[config.mk]
export PLATFORM = sky130hd
export DESIGN_NAME = uart_rx_word_assembler
export DESIGN_NICKNAME = d
export VERILOG_FILES = /design/src/rtl/uart_rx_word_assembler.sv
export SDC_FILE = /design/constraint.sdc
export NUM_CORES = 1
export LEC_CHECK = 0
export ABC_AREA = 1
export CAP_MARGIN = 20
export CORE_MARGIN = 3
export CORE_UTILIZATION = 43
export DETAILED_ROUTE_END_ITERATION = 10
export DONT_BUFFER_PORTS = 1
export MAX_ROUTING_LAYER = met4
export SLEW_MARGIN = 25
export SYNTH_ARGS = -nofsm -noshare
export SYNTH_HDL_FRONTEND = slang
export SYNTH_SLANG_ARGS = --single-unit
[constraint.sdc]
create_clock -name clk -period 2.8 [get_ports clk]
set_input_delay 0.28 -clock clk [delete_from_list [all_inputs] [get_ports clk]]
set_output_delay 0.28 -clock clk [all_outputs]
set_load 0.1 [all_outputs]
[src/rtl/uart_rx_word_assembler.sv]
// 8N1 UART receiver that packs four bytes (first byte in [7:0]) into a 32-bit bus word.
// Optional build macro UART_RX_ASCII_EN maps ASCII '0'-'9' to 0x00-0x09 before packing.
module uart_rx_word_assembler #(
  parameter int DATA_WIDTH = 32,
  parameter int UART_Nbit  = 8,
  parameter int baudrate   = 5,
  parameter int clk_freq   = 50
) (
  input  logic                  clk,
  input  logic                  reset,
  input  logic                  SerialDataIn,
  input  logic                  clr_rx_flag,
  output logic [DATA_WIDTH-1:0] UART_word,
  output logic [31:0]           Rx_flag_out,
  output logic [1:0]            rx_byte_count
);

  localparam int BIT_CLKS = clk_freq / baudrate;
  localparam int HALF     = BIT_CLKS / 2;
  localparam int CW       = $clog2(BIT_CLKS);
  localparam int IW       = (UART_Nbit > 1) ? $clog2(UART_Nbit) : 1;
  localparam logic [CW-1:0] HALF_M1  = CW'(HALF - 1);
  localparam logic [CW-1:0] BIT_M1   = CW'(BIT_CLKS - 1);
  localparam logic [IW-1:0] IDX_LAST = IW'(UART_Nbit - 1);

  typedef enum logic [1:0] {IDLE, START, DATA, STOP} state_t;

  state_t                 state, state_nx;
  logic [CW-1:0]          cnt, cnt_nx;
  logic [IW-1:0]          idx, idx_nx;
  logic [UART_Nbit-1:0]   shreg, shreg_nx;
  logic                   commit, ferr;

  logic                   sync1, rxs, rxs_d;
  logic [UART_Nbit-1:0]   rx_byte;
  logic [DATA_WIDTH-1:0]  asm_word, asm_nx;
  logic [1:0]             byte_cnt;
  logic                   word_valid, frame_err, overrun;
  logic                   wv_set;

  // Synchroniser resets high so reset release never looks like a start edge.
  always_ff @(posedge clk or negedge reset) begin
    if (!reset) begin
      sync1 <= 1'b1;
      rxs   <= 1'b1;
      rxs_d <= 1'b1;
    end else begin
      sync1 <= SerialDataIn;
      rxs   <= sync1;
      rxs_d <= rxs;
    end
  end

  always_ff @(posedge clk or negedge reset) begin
    if (!reset) begin
      state <= IDLE;
      cnt   <= '0;
      idx   <= '0;
      shreg <= '0;
    end else begin
      state <= state_nx;
      cnt   <= cnt_nx;
      idx   <= idx_nx;
      shreg <= shreg_nx;
    end
  end

  always_comb begin
    state_nx = state;
    cnt_nx   = cnt + 1'b1;
    idx_nx   = idx;
    shreg_nx = shreg;
    commit   = 1'b0;
    ferr     = 1'b0;
    case (state)
      IDLE: begin
        cnt_nx = '0;
        if (rxs_d && !rxs) state_nx = START;
      end
      START: begin
        if (cnt == HALF_M1) begin
          cnt_nx = '0;
          if (rxs) state_nx = IDLE;
          else begin
            state_nx = DATA;
            idx_nx   = '0;
          end
        end
      end
      DATA: begin
        if (cnt == BIT_M1) begin
          cnt_nx   = '0;
          shreg_nx = {rxs, shreg[UART_Nbit-1:1]};
          if (idx == IDX_LAST) state_nx = STOP;
          else idx_nx = idx + 1'b1;
        end
      end
      STOP: begin
        if (cnt == BIT_M1) begin
          cnt_nx   = '0;
          state_nx = IDLE;
          if (rxs) commit = 1'b1;
          else     ferr   = 1'b1;
        end
      end
      default: state_nx = IDLE;
    endcase
  end

  always_comb begin
    rx_byte = shreg;
`ifdef UART_RX_ASCII_EN
    if (shreg >= UART_Nbit'(8'h30) && shreg <= UART_Nbit'(8'h39))
      rx_byte = shreg - UART_Nbit'(8'h30);
`endif
  end

  // New bytes enter at the top so after four commits the first byte sits in [7:0].
  assign asm_nx = {rx_byte, asm_word[DATA_WIDTH-1:UART_Nbit]};
  assign wv_set = commit && (byte_cnt == 2'd3);

  always_ff @(posedge clk or negedge reset) begin
    if (!reset) begin
      asm_word   <= '0;
      byte_cnt   <= '0;
      UART_word  <= '0;
      word_valid <= 1'b0;
      frame_err  <= 1'b0;
      overrun    <= 1'b0;
    end else begin
      if (ferr) begin
        asm_word <= '0;
        byte_cnt <= '0;
      end else if (commit) begin
        asm_word <= asm_nx;
        byte_cnt <= byte_cnt + 1'b1;
        if (byte_cnt == 2'd3) UART_word <= asm_nx;
      end
      word_valid <= wv_set | (word_valid & ~clr_rx_flag);
      frame_err  <= ferr   | (frame_err  & ~clr_rx_flag);
      overrun    <= (wv_set & word_valid & ~clr_rx_flag) | (overrun & ~clr_rx_flag);
    end
  end

  assign Rx_flag_out   = {29'b0, overrun, frame_err, word_valid};
  assign rx_byte_count = byte_cnt;

endmodule

==> run summary <==
Syn Area/Cell: 10.2 um2
Most frequent cells in the layout: 78 x dfrtp_1, 66 x nand2_1, 46 x inv_1
Largest net degree at the start of global routing: 82
Total grt overflow: 0
Synth Area in Simple Gates: 0.116
RSZ-0062 raised after global routing: no
Total Power: 2600 uW
Worst path arrival time: 2450 ps
Least-Margin Pin Slew: 932 ps
Register area: 0.00203 mm2
Ant. Diodes: 0
Final hold vios: 0
Synthesized area: 0.00350 mm2
Share of cells above drive strength 1: 0.149
Synth area leader: dfrtp_1
Antenna violations before repair: 0
WL/cell: 13.2 um
Synthesis Warnings: 0
Setup slack, reg-to-reg: 620 ps
First-pass GRT wire length: 9590 um
CP endpoint kind: flip-flop
Fill cells: 762
CP Data Required Time: 3070 ps
CTS Root Cell: clkbuf_8
Overall Global Routing Usage: 0.141
CP Launch Type: flip-flop
CTS sink cnt: 81
Period minus WS final: 2180 ps
Post-synthesis mux area share: 0
H-tree depth: 3
Starting Density: 0.448
Post-Route Utilization: 0.472
Die Ht: 96.2 um
Core box area: 0.00781 mm2
DP Wirelength: 3860 um
Area after DPL: 0.00344 mm2
Outcome: finished clean
Sequential-to-total area share from yosys stat: 0.580
Synth Instances: 342
Combinational family with the most area after synthesis: buffers and inverters
DR vias: 2076
Die ar.: 0.00925 mm2
Multi-input logic area: 0.00107 mm2
Fmax: 458 MHz
Post-synthesis xor/xnor area fraction: 0.00501
CP Class: reg2reg
Max-cap viol count: 0
Register share of total power: 0.489
Pint: 1760 uW
Chip width: 96.2 um
Synth Area in Adders: 0.0215
# port buffers: 0
Area grow syn2layout: 5.29%
Post-route DRC: 0
Vias per cell: 4.59
Post-route antenna net violation count: 0
CP max-delay cell: buf_4
P_sw: 841 uW
Worst skew pair latency: 350 ps
Static Leakage: 0.00179 uW
Synth Area in Compound Gates: 0.132
Setup WS pre-CTS: 626 ps
Largest cells by area after synthesis: dfrtp_1 56%, nand2_1 7.1%, buf_4 6.9%
Post-CTS sizing: 0
Clock share of power: 0.328
Worst Clk Skew: 9.37 ps
Setup ws final: 618 ps
CP cell instances: ha_1 > nand3_2 > nor2_8 > nand2_4 > inv_2 > nand2_2 > buf_4 > nand2_1 > o21ai_1
Final period util: 0.779
Slew Limit Fails: 0
Vias in the first global route: 1946
Crit-path max FO: 65
Iteration count of the initial detailed-routing pass: 4
CTS tree: yes
Commonest non-fill, non-tap cell in the layout: dfrtp_1
RD Place Congestion: 0.795
Finish-stage setup viols: 0
Distinct cell type count after synthesis: 28
Initial DRC Count: 98
Clock Tree Buf Depth: 2
Setup_tns: 0 ps
Num CTS Buffers: 9
CP max stage delay: 580 ps
Min-delay worst type: in2reg
Worst vdd ir: 0.291 mV
Clock transition at the registers of the reported paths: 80 ps
PwrDens: 706 mW/mm2
Final WL: 5970 um
Sw Share: 0.323
Ports: 70
Combinational Power Share: 0.182
Synth top area share: 0.558
Fin area: 0.00368 mm2
Relative slew slack: 0.379
Final net count: 355
#FFs+latches synth: 81
Site Rows: 32
worst max-delay path: cells and delay by family, from the launching register on:
kind,cells,cell delay (ps)
buffers and inverters,2,680
AOI/OAI and AO/OA,1,120
adders and majority gates,1,240
and+or+nand+nor,5,600
DFF,1,430
flip-flops by register name (all words and copies together) (netlist names), 2 cells and up, named ones only:
name	cells
UART_word	32
asm_word	24
cnt	4
idx	3
rx_byte	8
rx_byte_count	2
power groups by stage:
| stage | registers [uW] | clock network [uW] | logic, uW |
|---|---|---|---|
| 2_1_floorplan | 1290 | 0 | 416 |
| 3_3_place_gp | 1290 | 0 | 432 |
| 3_5_place_dp | 1290 | 0 | 444 |
| 4_1_cts | 1270 | 879 | 475 |
| 5_1_grt | 1280 | 922 | 528 |
| 6_report | 1270 | 854 | 474 |
through the flow:
stage,hold slack [ps],instances
global placement,-13.4,433
CTS,119,452
finish,125,452
global route,160,452
floorplan,-15.6,370
detailed placement,-12.2,433
area by class of cell:
class	count	share of cell area
Timing Repair Buffer	8	0.0231
Clock inverter	4	0.0143
Inverter	47	0.0479
Tap cell	102	0.0346
Multi-Input combinational cell	198	0.289
Sequential cell	81	0.551
Clock buffer	12	0.0394
cells by family after synthesis:
logic type      count (synthesis)
compound gates                 68
xor+xnor                        2
fa+ha+maj                       6
buf+inv                        91
flops                          81
other cells                     1
simple gates                   93
synth_stat cells:
cell type  count
xnor2_1        1
nand2_1       66
inv_2          1
dfrtp_1       78
nand2_4        1
nand4_1        1
nand2_2        2
buf_4         32
clkbuf_1       4
dfstp_2        3
o21ai_0       10
nand3b_1       2
o21ai_2       23
o21ai_1        9
inv_1         46
ha_1           6
nand3_2        1
nor2_8         1
xor2_1         1
buf_6          6
buf_1          2
a22o_1         1
nand3_1        6
nor2_1        12
and2_1         1
a21oi_1        1
conb_1         1
o22ai_1       24
what timing repair did:
action | CTS | global route
hold buffers | 3 | 0
buffers inserted | 0 | 0
hold endpoints to repair | 82 | 0
per-layer routing:
layer	part of all wire	GRT usage
met1	0.46	0.179
met2	0.45	0.200
met3	0.068	0.0446
met4	0.021	0.0746
met5	0	-
final timing paths:
check	from	endpoint	cells past startpoint
max in group asynchronous	reset	rxs$_DFF_PN1_	2
hold reg to reg	sync1$_DFF_PN1_	rxs$_DFF_PN1_	0
min in group asynchronous	reset	idx[1]$_DFFE_PN0P_	2
hold / removal	clr_rx_flag	overrun$_DFF_PN0_	3
setup reg to reg	cnt[0]$_DFF_PN0_	UART_word[24]$_DFFE_PN0P_	9
setup / recovery	cnt[0]$_DFF_PN0_	UART_word[24]$_DFFE_PN0P_	9
(Power assumes the default switching activity.)
